===== config.mk =====
export PLATFORM = sky130hd
export DESIGN_NAME = vga_sincronismo
export DESIGN_NICKNAME = d
export VERILOG_FILES = /design/src/rtl/vga_sincronismo.sv
export SDC_FILE = /design/constraint.sdc
export NUM_CORES = 1
export LEC_CHECK = 0
export BUFFER_PORTS_ARGS = -buffer_cell sky130_fd_sc_hd__buf_2
export CORE_UTILIZATION = 35
export DETAILED_ROUTE_END_ITERATION = 8
export PLACE_DENSITY_LB_ADDON = 0.1
export SYNTH_ARGS = -nofsm -noshare
export SYNTH_HDL_FRONTEND = slang
export SYNTH_SLANG_ARGS = --single-unit
export TNS_END_PERCENT = 10

===== constraint.sdc =====
create_clock -name VGA_CLK -period 3.2 [get_ports VGA_CLK]
set_clock_uncertainty 0.15 [all_clocks]
set_input_delay 0.32 -clock VGA_CLK [delete_from_list [all_inputs] [get_ports VGA_CLK]]
set_output_delay 0.32 -clock VGA_CLK [all_outputs]
set_load 0.01 [all_outputs]

===== src/rtl/vga_sincronismo.sv =====
// ---------------------------------------------------------------------------
// vga_sincronismo
// Raster timing generator for 640x480@60 Hz VGA, clocked by the pixel clock.
// Generates the raw scan coordinates, the DAC sync/blank strobes (delayed by
// PIPE_DELAY cycles to match the renderer's registered RGB path) and the
// line/frame ticks used by the game logic.
//
// Ports
//   VGA_CLK          in   pixel clock, rising edge
//   reset            in   asynchronous, active-high
//   VGA_X, VGA_Y     out  raw horizontal/vertical counters (no offset)
//   VGA_HS, VGA_VS   out  active-low syncs, delayed PIPE_DELAY cycles
//   VGA_BLANK_N      out  high in the visible window, delayed PIPE_DELAY
//   VGA_SYNC_N       out  tied low
//   pixel_ativo      out  visible-window flag aligned with VGA_X/VGA_Y
//   line_tick        out  high while VGA_X == 0
//   frame_tick       out  high at (0, first line of vertical front porch)
//   contador_quadros out  completed-frame counter, wraps
// ---------------------------------------------------------------------------
module vga_sincronismo #(
  parameter int H_SYNC     = 96,
  parameter int H_BACK     = 48,
  parameter int H_ACTIVE   = 640,
  parameter int H_FRONT    = 16,
  parameter int V_SYNC     = 2,
  parameter int V_BACK     = 33,
  parameter int V_ACTIVE   = 480,
  parameter int V_FRONT    = 10,
  parameter int PIPE_DELAY = 2
) (
  input  logic        VGA_CLK,
  input  logic        reset,
  output logic [9:0]  VGA_X,
  output logic [9:0]  VGA_Y,
  output logic        VGA_HS,
  output logic        VGA_VS,
  output logic        VGA_BLANK_N,
  output logic        VGA_SYNC_N,
  output logic        pixel_ativo,
  output logic        line_tick,
  output logic        frame_tick,
  output logic [15:0] contador_quadros
);

  localparam int H_TOTAL = H_SYNC + H_BACK + H_ACTIVE + H_FRONT;
  localparam int V_TOTAL = V_SYNC + V_BACK + V_ACTIVE + V_FRONT;

  localparam logic [9:0] H_LAST      = 10'(H_TOTAL - 1);
  localparam logic [9:0] V_LAST      = 10'(V_TOTAL - 1);
  localparam logic [9:0] H_SYNC_END  = 10'(H_SYNC);
  localparam logic [9:0] V_SYNC_END  = 10'(V_SYNC);
  localparam logic [9:0] H_VIS_FIRST = 10'(H_SYNC + H_BACK);
  localparam logic [9:0] H_VIS_LAST  = 10'(H_SYNC + H_BACK + H_ACTIVE - 1);
  localparam logic [9:0] V_VIS_FIRST = 10'(V_SYNC + V_BACK);
  localparam logic [9:0] V_VIS_LAST  = 10'(V_SYNC + V_BACK + V_ACTIVE - 1);
  // First blanking line after the picture: game state updates here.
  localparam logic [9:0] V_TICK_LINE = 10'(V_SYNC + V_BACK + V_ACTIVE);

  // Counter and decode state
  logic [9:0]  x_q, x_d;
  logic [9:0]  y_q, y_d;
  logic [15:0] quadros_q, quadros_d;
  logic        hs_raw_q, hs_raw_d;
  logic        vs_raw_q, vs_raw_d;
  logic        pix_q, pix_d;
  logic        line_tick_q, line_tick_d;
  logic        frame_tick_q, frame_tick_d;

  always_comb begin
    x_d       = x_q + 10'd1;
    y_d       = y_q;
    quadros_d = quadros_q;
    if (x_q == H_LAST) begin
      x_d = '0;
      if (y_q == V_LAST) begin
        y_d       = '0;
        quadros_d = quadros_q + 16'd1;
      end else begin
        y_d = y_q + 10'd1;
      end
    end

    // Decode from next-state so every flag lands in the same register stage
    // as the coordinates it describes.
    hs_raw_d     = !(x_d < H_SYNC_END);
    vs_raw_d     = !(y_d < V_SYNC_END);
    pix_d        = (x_d >= H_VIS_FIRST) && (x_d <= H_VIS_LAST) &&
                   (y_d >= V_VIS_FIRST) && (y_d <= V_VIS_LAST);
    line_tick_d  = (x_d == 10'd0);
    frame_tick_d = (x_d == 10'd0) && (y_d == V_TICK_LINE);
  end

  // Reset values are the decode of (0,0): line_tick set, syncs asserted.
  always_ff @(posedge VGA_CLK or posedge reset) begin
    if (reset) begin
      x_q          <= '0;
      y_q          <= '0;
      quadros_q    <= '0;
      hs_raw_q     <= 1'b0;
      vs_raw_q     <= 1'b0;
      pix_q        <= 1'b0;
      line_tick_q  <= 1'b1;
      frame_tick_q <= 1'b0;
    end else begin
      x_q          <= x_d;
      y_q          <= y_d;
      quadros_q    <= quadros_d;
      hs_raw_q     <= hs_raw_d;
      vs_raw_q     <= vs_raw_d;
      pix_q        <= pix_d;
      line_tick_q  <= line_tick_d;
      frame_tick_q <= frame_tick_d;
    end
  end

  // Delay line for {hs, vs, blank_n}. Stage 0 takes the decode; the last
  // stage drives the pins. Stages reset to "sync inactive, blanked".
  generate
    if (PIPE_DELAY == 0) begin : g_no_delay
      assign VGA_HS      = hs_raw_q;
      assign VGA_VS      = vs_raw_q;
      assign VGA_BLANK_N = pix_q;
    end else begin : g_delay
      logic [3*PIPE_DELAY-1:0] chain_q, chain_d;

      for (genvar gi = 0; gi < PIPE_DELAY; gi++) begin : g_stage
        if (gi == 0) begin : g_head
          assign chain_d[2:0] = {hs_raw_q, vs_raw_q, pix_q};
        end else begin : g_body
          assign chain_d[3*gi +: 3] = chain_q[3*(gi-1) +: 3];
        end
      end

      always_ff @(posedge VGA_CLK or posedge reset) begin
        if (reset) begin
          chain_q <= {PIPE_DELAY{3'b110}};
        end else begin
          chain_q <= chain_d;
        end
      end

      assign VGA_HS      = chain_q[3*(PIPE_DELAY-1) + 2];
      assign VGA_VS      = chain_q[3*(PIPE_DELAY-1) + 1];
      assign VGA_BLANK_N = chain_q[3*(PIPE_DELAY-1)];
    end
  endgenerate

  assign VGA_X            = x_q;
  assign VGA_Y            = y_q;
  assign VGA_SYNC_N       = 1'b0;
  assign pixel_ativo      = pix_q;
  assign line_tick        = line_tick_q;
  assign frame_tick       = frame_tick_q;
  assign contador_quadros = quadros_q;

endmodule


After elaboration in Yosys (flattened, before gate mapping)
Cells that the tools add are included.
{"block": "totals", "output_inout_bits": 43, "register_bits": 47, "inputBits": 2}
{"block": "op_classes", "add_sub_neg": 3, "reduce_logical": 8, "mux": 3, "n_eq_ne": 3, "order_cmp": 6}
{"cell": "$eq 10x10->1 const B", "n": 3}
{"cell": "$mux 10", "n": 3}
{"cell": "$add 10x1->10 const B", "n": 2}
{"cell": "$le 10x10->1 const B", "n": 2}
{"cell": "$add 16x1->16 const B", "n": 1}
{"cell": "$ge 10x6->1 const B", "n": 1}
{"cell": "$ge 10x8->1 const B", "n": 1}
{"cell": "$logic_not 10->1", "n": 1}
{"cell": "$lt 10x2->1 const B", "n": 1}
{"cell": "$lt 10x7->1 const B", "n": 1}
{"cell": "$logic_and 1x1->1", "n": 4}
{"cell": "$logic_not 1->1", "n": 2}
{"cell": "$reduce_and 2->1", "n": 1}

Logic depth before layout (Yosys ltp)
Gate-level depths: netlist (run 1).
{"block": "depth", "depth_word": 6, "ltp_mapped": 9, "ltp_nobuf": 9}

Worst setup path after synthesis (run 1)
OpenSTA, ideal clock, no wires.
{"block": "synth_timing", "path_kind": "reg2reg", "startpoint": "register x_q[0] (netlist: VGA_X[0])", "endpoint": "register pix_q (netlist: pixel_ativo)", "path_stages_with_launch": 9, "setup_slack_ns": 0.678, "arrival_ns": 2.285, "setup_time_ns": 0.087, "period_less_slack_ns": 2.522, "cell_sequence": "dfrtp_1 -> ha_1 -> nand4_4 -> or4_4 -> o2bb2ai_1 -> a211oi_2 -> o211a_1 -> nand3_2 -> a211oi_2"}
{"block": "synth_via", "elab_chain_len": 6}
{"item": "start: declaration", "line_no": "60", "text": "logic [9:0] x_q, x_d;"}
{"item": "start signal: assignment", "line_no": "96", "text": "x_q <= '0;"}
{"item": "start signal: assignment", "line_no": "105", "text": "x_q <= x_d;"}
{"item": "$add 10x1->10 or $eq 10x10->1 (tied branches)", "line_no": "70, 73"}
{"item": "$mux 10", "line_no": "73", "text": "if (x_q == H_LAST) begin"}
{"item": "$ge 10x8->1 or $le 10x10->1 (tied branches)", "line_no": "87", "text": "pix_d = (x_d >= H_VIS_FIRST) && (x_d <= H_VIS_LAST) &&"}
{"item": "$logic_and 1x1->1 (2 in series)", "line_no": "87"}
{"item": "$logic_and 1x1->1 *", "line_no": "88", "text": "(y_d >= V_VIS_FIRST) && (y_d <= V_VIS_LAST);"}
{"item": "net pix_d", "line_no": "65", "text": "logic pix_q, pix_d;"}
{"item": "end signal: assignment", "line_no": "110", "text": "pix_q <= pix_d;"}
{"item": "end: declaration", "line_no": "65"}
Mark *: on every way through the listed nets, which the timed path passes. The rest lies on a longest branch.
A chain may end at the register's enable or synchronous reset.

Worst setup path after layout (run 1)
Same ends and word-level chain as after synthesis.

==> out/results.tsv, run 1 <==
metric	value	unit
status	completed	
critical_path_class	register to register	
final_cell_mix	43 x buf_2, 42 x dfrtp_1, 23 x nand2_1	
ys_seq_elements	47	
syn-instance-count	220	
multi_input_area	1100	um^2
finalCritPeriodShare	84.0	%
cts_tree	built	
clk_pin_slew_worst_paths	90	ps
dp_cells	336	
synth_seq_area_share	50.5	%
cts_resized	0	
stdcell_count	344	
detail_route.wl_per_cell	14.0	um
ios	45	
grt_max_degree	48	
power_switching	0.000222	W
setup_tns	0	ps
fill_cells	635	
ir_drop	0.194	mV
core	6390	um^2
netlist_area	2340	um^2
gp_congestion	0.812	
cp_max_fo	9	
holdBufCountCts	0	
fin_util	42.8	%
dp_hpwl	3450	um
grt_usage	14.8	%
start_util	36.7	%
postCtsSetupBuffers	0	
rows	29	
crit_arrival	2720	ps
final_common_cell	buf_2	
grt_pass1_vias	1627	
cts_buffer_depth	2	
p_leak	1.37	nW
required	3230	ps
seqCellArea	1180	um^2
critPathCaptureType	register	
slew_viol_final	0	
grt_pass1_wl	8220	um
hold_viol_final	0	
synth_flop_cell	dfrtp_1	
finalWirelength	4820	um
io_buffers	43	
areaGrowthSynthToFinish	16.8	%
clock-root-buffer	clkbuf_8	
swShare	22.4	%
drt-initial-drc-count	107	
intPower	0.000771	W
pwr-share-seq	59.8	%
layout.nets	274	
first_pass_iters	4	
postSynthAreaPerCell	10.6	um^2
yosys_warnings	0	
power.density	363	nW/um^2
remaining_drc_errors	0	
num_antenna_cells	0	
vias_per_cell	5.04	
power	0.000993	W
slew_headroom	34.4	%
fp.dieH	83.8	um
synth-edff-count	0	
cp-start-kind	register	
synth_cell_types	48	
finalSetupViolations	0	
cts_made_buffers	5	
synthArstFlopShare	100	%
cts.sinks	47	
fp.dieArea	7020	um^2
min_period	2690	ps
syn_nets	228	
hold_class	primary input to async pin	
drive_gt1_share	30.3	%
fmax	372	MHz
rsz0062_at_grt	no	
pwr-share-comb	1.3	%
h-tree-depth	2	
clkLatencyLatePin	300	ps
tightestPinTransition	982	ps
grt_antenna_before_repair	0	
max_cap_viol_count	0	
num_vias	1733	
grt-ovfl-total	0	
p_clk_share	38.9	%
antenna_left	0	
whs	96.7	ps
die_w	83.8	um
-- cell type report --
cell class                      instances  share of cell area, %
Clock buffer                            6                   3.02
Clock inverter                          2                  0.595
Inverter                               10                   1.37
Multi-Input combinational cell        158                   40.1
Sequential cell                        47                   43.2
Tap cell                               77                   3.52
Timing Repair Buffer                   44                   8.15
-- synthesized netlist by cell type (5+ instances only) --
cell,count,area [um^2]
xor2_1,11,96.3
dfstp_2,5,131
nand4_1,6,37.5
nand2_1,23,86.3
inv_1,10,37.5
nand3_1,11,55.1
ha_1,6,75.1
nor2_1,20,75.1
dfrtp_1,42,1050
o21ai_0,7,35.0
xnor2_1,15,131
and3_1,8,50.1
-- layer usage --
layer,share of wire (%),track usage [%],up-vias
met5,0,0,-
met1,48,20.9,841
met4,1.2,4.16,0
li1,-,-,852
met2,46,22.6,34
met3,4.4,3.66,6
-- power groups by stage --
stage                     sequential, W  clock [W]  combinational (W)
after floorplan                0.000605          0          0.0000101
after CTS                      0.000594   0.000404          0.0000137
after detailed placement       0.000605          0          0.0000137
final                          0.000594   0.000387          0.0000124
after global placement         0.000605          0          0.0000137
after global routing           0.000594   0.000426          0.0000151
-- critical path, cell delays in order, from the launching register on --
cell and delay [ps]:
dfrtp_1 430, ha_1 320, nand4_4 160, nor4_4 480, buf_4 250, nor2_1 60
a31oi_1 280, a21oi_1 110, o21ai_0 220, a211oi_2 100
-- cell families (layout without fill, tap and decap cells) --
kind of cell | after synthesis | in the layout | share of synthesized area, %
XOR/XNOR | 26 | 26 | 9.73
flip-flops | 47 | 47 | 50.5
AND/OR/NAND/NOR | 95 | 95 | 24.2
AO/OA/AOI/OAI | 28 | 28 | 8.60
multiplexers | 2 | 2 | 0.909
buffers and inverters | 15 | 62 | 2.67
adder cells (fa/ha/maj) | 6 | 6 | 3.21
other | 1 | 1 | 0.160
-- stage by stage --
step | worst slack (ps) | instance area, um^2
4_1_cts | 496 | 2730
2_1_floorplan | 678 | 2340
6_report | 511 | 2730
3_5_place_dp | 504 | 2640
5_1_grt | 148 | 2730
3_3_place_gp | 545 | 2640
-- flip-flops by register name, summed over array words and instances, names as in the netlist --
register and flops:
VGA_X 10, VGA_Y 10, contador_quadros 16, frame_tick 1, g_delay.chain_q 6, hs_raw_q 1, line_tick 1, pixel_ativo 1
vs_raw_q 1
-- path summary, 6_finish.rpt --
path | end | slack [ps] | depth (start not counted) | start
worst max register to register | pixel_ativo | 510 | 9 | VGA_X[0]
max in group asynchronous | VGA_X[1] | 2200 | 2 | reset
worst max-delay path | pixel_ativo | 510 | 9 | VGA_X[0]
min in group VGA_CLK | g_delay.chain_q[3] | 210 | 0 | g_delay.chain_q[0]
worst min register to register | g_delay.chain_q[3] | 210 | 0 | g_delay.chain_q[0]
worst min-delay path | vs_raw_q | 100 | 2 | reset
(Power assumes the default switching activity.)
==> run 2, diff against run 1 <==
--- a/config.mk
+++ b/config.mk
@@ -5,6 +5,7 @@
 export SDC_FILE = /design/constraint.sdc
 export NUM_CORES = 1
 export LEC_CHECK = 0
+export ABC_AREA = 1
 export BUFFER_PORTS_ARGS = -buffer_cell sky130_fd_sc_hd__buf_2
 export CORE_UTILIZATION = 35
 export DETAILED_ROUTE_END_ITERATION = 8
==> constraint.sdc (replaced) <==
create_clock -name VGA_CLK -period 2.4 [get_ports VGA_CLK]
set_clock_uncertainty 0.15 [all_clocks]
set_input_delay 0.24 -clock VGA_CLK [delete_from_list [all_inputs] [get_ports VGA_CLK]]
set_output_delay 0.24 -clock VGA_CLK [all_outputs]
set_load 0.01 [all_outputs]
==> run 2 against run 1 <==
- synthesized cell count is 56% higher
- fmax rose by 24%
- area after synthesis up 14%
- cell count increased by 43%
==> out/results.tsv, run 2 <==
metric	value	unit
yosys_warnings	0	
critical_path_class	register to register	
stdcell_count	493	
drive_gt1_share	22.6	%
fp.dieH	89.4	um
grt_pass1_wl	10300	um
largest_reg_flops	16	
drt-initial-drc-count	134	
cts_buffer_depth	2	
grt-ovfl-total	0	
netlist_area	2670	um^2
synth_common_cells	97 x nand2_1, 52 x inv_1, 42 x dfrtp_1	
io_buffers	43	
synth.most_common_cell	nand2_1	
critPathCaptureType	register	
remaining_drc_errors	0	
finalSetupViolations	0	
synth_top_area_share	39.3	%
cp-start-kind	register	
ios	45	
synth_cell_types	29	
gp_congestion	0.855	
required	2480	ps
ys_top_cells_by_area	dfrtp_1 39%, nand2_1 14%, inv_1 7.3%, nor2_1 5.8%, dfstp_2 4.9%	
pwr-share-comb	1.5	%
antenna_left	0	
core	7330	um^2
setup_tns	0	ps
synth_seq_area_share	44.2	%
swShare	20.1	%
clk_pin_slew_worst_paths	90	ps
h-tree-depth	2	
synth_flop_cell	dfrtp_1	
first_pass_iters	5	
vias_per_cell	4.58	
die_w	89.4	um
postCtsSetupBuffers	0	
dp_hpwl	4670	um
grt_max_degree	41	
ir_drop	0.249	mV
finalWirelength	6200	um
cts_made_buffers	5	
intPower	0.00113	W
synth-edff-count	0	
hold_class	register to register	
grt_usage	17.2	%
ys_seq_elements	47	
fill_cells	750	
fmax	459	MHz
min_period	2180	ps
power_switching	0.000285	W
num_antenna_cells	0	
syn_nets	351	
finalCritPeriodShare	90.7	%
start_util	36.5	%
slew_viol_final	0	
detail_route.wl_per_cell	12.6	um
grt_pass1_vias	2168	
dp_cells	484	
clkLatencyLatePin	300	ps
synthArstFlopShare	100	%
num_vias	2256	
layout.nets	401	
slew_headroom	43.4	%
final_common_cell	nand2_1	
pwr-share-seq	55.8	%
cts.sinks	47	
p_leak	1.88	nW
syn-instance-count	343	
clock-root-buffer	clkbuf_8	
areaGrowthSynthToFinish	17.6	%
cts_tree	built	
grt_antenna_before_repair	0	
final_cell_mix	96 x nand2_1, 51 x inv_1, 43 x buf_2	
tightestPinTransition	847	ps
crit_arrival	2250	ps
cp_max_fo	12	
status	completed	
hold_viol_final	0	
synth_largest_area_cell	dfrtp_1	
power.density	451	nW/um^2
rows	31	
p_clk_share	42.7	%
postSynthAreaPerCell	7.79	um^2
fp.dieArea	7990	um^2
max_cap_viol_count	0	
run 2: cell types whose count changed in the layout (fill, tap and decap cells not counted), sizes merged, moves of 3 or more:
cell / change
nor4: -5
and3: -8
a21oi: -3
nand4: +6
inv: +46
nand3: +16
a31oi: -3
or3: -4
nand2: +79
xnor2: -12
nor2: +28
run 2: power groups by stage:
stage | clock network [W] | registers [W] | logic (W)
floorplan | 0 | 0.000807 | 0.0000134
global placement | 0 | 0.000807 | 0.0000209
detailed placement | 0 | 0.000807 | 0.0000216
CTS | 0.000630 | 0.000792 | 0.0000227
global route | 0.000664 | 0.000792 | 0.0000249
finish | 0.000606 | 0.000792 | 0.0000206
run 2: what timing repair did:
item	in CTS	in global routing
resized for setup	0	2
hold endpoints to repair	7	0
endpoints found under the setup margin	0	6
hold buffers	1	0
run 2: cells by family (layout without fill, tap and decap cells):
group | after synthesis | count (layout) | share of synthesized area (%)
AND/OR/NAND/NOR | 203 | 203 | 36.8
buffers and inverters | 60 | 111 | 8.80
flip-flops | 47 | 47 | 44.2
other | 1 | 1 | 0.140
adder cells (fa/ha/maj) | 6 | 6 | 2.81
XOR/XNOR | 15 | 15 | 4.92
AO/OA/AOI/OAI | 11 | 11 | 2.29
run 2: cell type report:
cell class,instances,area (um^2),area share (%)
Clock inverter,2,35.0,1.11
Clock buffer,6,82.6,2.63
Inverter,56,210,6.69
Tap cell,99,124,3.94
Timing Repair Buffer,47,248,7.88
Multi-Input combinational cell,236,1260,40.2
Sequential cell,47,1180,37.6
run 2: per-stage QoR:
stage | area [um^2] | hold WS [ps] | power [W] | util [%] | setup slack (ps)
6_report | 3140 | 204 | 0.00142 | 42.9 | 223
5_1_grt | 3140 | 210 | 0.00148 | 42.9 | -11.5
4_1_cts | 3140 | 206 | 0.00144 | 42.8 | 126
3_5_place_dp | 3010 | 186 | 0.000829 | 41.0 | 159
3_3_place_gp | 3010 | 185 | 0.000828 | 41.0 | 152
2_1_floorplan | 2670 | 181 | 0.000820 | - | 468
run 2: worst max-delay path, stage by stage, from the launching register on:
cell and delay, ps:
dfrtp_1 470, inv_1 110, ha_1 160, nand3_1 90, nor2_1 210, nand2_4 140, inv_1 140, nand2_4 100
nor2_4 110, nand3_2 110, nor3_2 150, xor2_1 160
run 2: worst paths after layout:
check / start / endpoint / cells after the start / slack, ps
setup / recovery: VGA_Y[0] / contador_quadros[13] / 11 / 220
hold / removal: g_delay.chain_q[0] / g_delay.chain_q[3] / 0 / 200
setup reg to reg: VGA_Y[0] / contador_quadros[13] / 11 / 220
hold reg to reg: g_delay.chain_q[0] / g_delay.chain_q[3] / 0 / 200
max in group asynchronous: reset / VGA_Y[6] / 4 / 990
min in group asynchronous: reset / contador_quadros[14] / 3 / 500
run 2: routing by layer:
layer,share of wire (%),routed length (um),track usage [%],vias to the layer above
met2,44,2750,26.2,58
met5,0,0,0,-
met4,2.1,133,6.78,0
li1,-,-,-,1155
met1,49,3040,23.9,1029
met3,4.4,274,3.60,14
==> run 3, diff against run 2 <==
--- a/config.mk
+++ b/config.mk
@@ -7,6 +7,8 @@
 export LEC_CHECK = 0
 export ABC_AREA = 1
 export BUFFER_PORTS_ARGS = -buffer_cell sky130_fd_sc_hd__buf_2
+export CELL_PAD_IN_SITES_DETAIL_PLACEMENT = 1
+export CELL_PAD_IN_SITES_GLOBAL_PLACEMENT = 1
 export CORE_UTILIZATION = 35
 export DETAILED_ROUTE_END_ITERATION = 8
 export PLACE_DENSITY_LB_ADDON = 0.1
==> run 3 against run 2 <==
- power shrank 9.4%
- clock power shrank 22%
- combinational power grew 9.7%
- clock-buffer cell count grew 1
==> out/results.tsv, run 3 (same netlist as run 2, synthesis figures left out) <==
metric	value	unit
rsz0062_at_grt	no	
endpoint	contador_quadros[14]	
finalCritPeriodShare	90.0	%
grt_pass1_wl	11300	um
slew_viol_final	0	
ios	45	
hold_viol_final	0	
critical_path_class	register to register	
drt-initial-drc-count	66	
core	7330	um^2
fp.dieArea	7990	um^2
power	0.00128	W
path_depth	11	
cts_tree	built	
whs	209	ps
final_cell_mix	96 x nand2_1, 51 x inv_1, 43 x buf_2	
areaGrowthSynthToFinish	17.1	%
critPathCaptureType	register	
final_common_cell	nand2_1	
reg2regPathDepth	11	
fp.dieH	89.4	um
cpPeakStageDelay	470	ps
dp_hpwl	5070	um
io_buffers	43	
cts.sinks	47	
crit_start	VGA_Y[0]	
grt_antenna_before_repair	0	
antenna_left	0	
worstReg2RegEnd	contador_quadros[14]	
cts_buffer_depth	2	
drive_gt1_share	22.8	%
die_w	89.4	um
setup_tns	0	ps
clkLatencyLatePin	300	ps
ir_drop	0.199	mV
slowest_stage	dfrtp_1	
finalSetupViolations	0	
start_util	36.5	%
clock-root-buffer	clkbuf_8	
cp-start-kind	register	
max_cap_viol_count	0	
grt_pass1_vias	2381	
cts_made_buffers	5	
gp_congestion	0.750	
crit_family	simple AND/OR/NAND/NOR gates	
hold_class	register to register	
rows	31	
vias_per_cell	4.75	
path_buf_inv	2	
fmax	463	MHz
crit_arrival	2240	ps
status	completed	
path_cells	inv_1, ha_1, nand3_1, nor2_1, nand2_2, inv_1, nand2_4, nor2_4, nand3_2, nor3_2, xor2_1	
first_pass_iters	4	
required	2480	ps
finalWirelength	6680	um
largest_reg_flops	16	
h-tree-depth	2	
p_leak	1.86	nW
min_period	2160	ps
clk_pin_slew_worst_paths	90	ps
power.density	410	nW/um^2
grt-ovfl-total	0	
crit_top_cell	inv_1	
grt_usage	18.5	%
reg2reg_slack	240	ps
cp_max_fo	12	
regToRegStartpoint	VGA_Y[0]	
layout.nets	402	
remaining_drc_errors	0	
detail_route.wl_per_cell	13.5	um
grt_max_degree	48	
num_antenna_cells	0	
num_vias	2347	
run 3: layout make-up:
type	count	area, um^2
fillers	945	4200
inverters	56	210
clock buffers	7	76.3
multi-input cells	236	1260
flip-flops and latches	47	1180
well taps	99	124
clock inverters	1	5.00
repair buffers	48	268
run 3: through the flow:
stage                     area [um^2]  setup slack [ps]  utilization (%)  cells
after floorplan                  2670               468                -    343
after global placement           3030               230             41.3    485
after detailed placement         3030               146             41.3    485
after CTS                        3120               105             42.6    494
after global routing             3130              30.4             42.7    494
final                            3130               241             42.7    494
run 3: routing by layer:
| metal | vias up | part of all wire [%] | GRT usage (%) |
|---|---|---|---|
| li1 | 1159 | - | - |
| met1 | 1129 | 48 | 24.2 |
| met2 | 51 | 46 | 30.6 |
| met3 | 8 | 3.7 | 2.95 |
| met4 | 0 | 2.0 | 7.22 |
| met5 | - | 0 | 0 |
run 3: worst min-delay path by stage:
stage	from	endpoint	slack, ps	cells after the start
after floorplan	g_delay.chain_q[0]	g_delay.chain_q[3]	180	0
after global placement	reset	contador_quadros[12]	150	3
after detailed placement	reset	contador_quadros[12]	150	3
after CTS	vs_raw_q	g_delay.chain_q[1]	210	0
after global routing	g_delay.chain_q[2]	g_delay.chain_q[5]	220	0
final	vs_raw_q	g_delay.chain_q[1]	210	0
run 3: power by group:
part / switching [W] / total (W) / internal [W] / leakage, nW
Clock: 0.000265 / 0.000471 / 0.000205 / 0.0422
Sequential: 0 / 0.000792 / 0.000792 / 0.624
Combinational: 0.0000174 / 0.0000226 / 0.00000528 / 1.19
run 3: what timing repair did:
item                                   in CTS  in global routing
endpoints found under the hold margin      42                  0
hold buffers                                1                  0
setup buffers                               0                  0
setup endpoints to repair                   0                  6
gates resized for setup                     0                  3
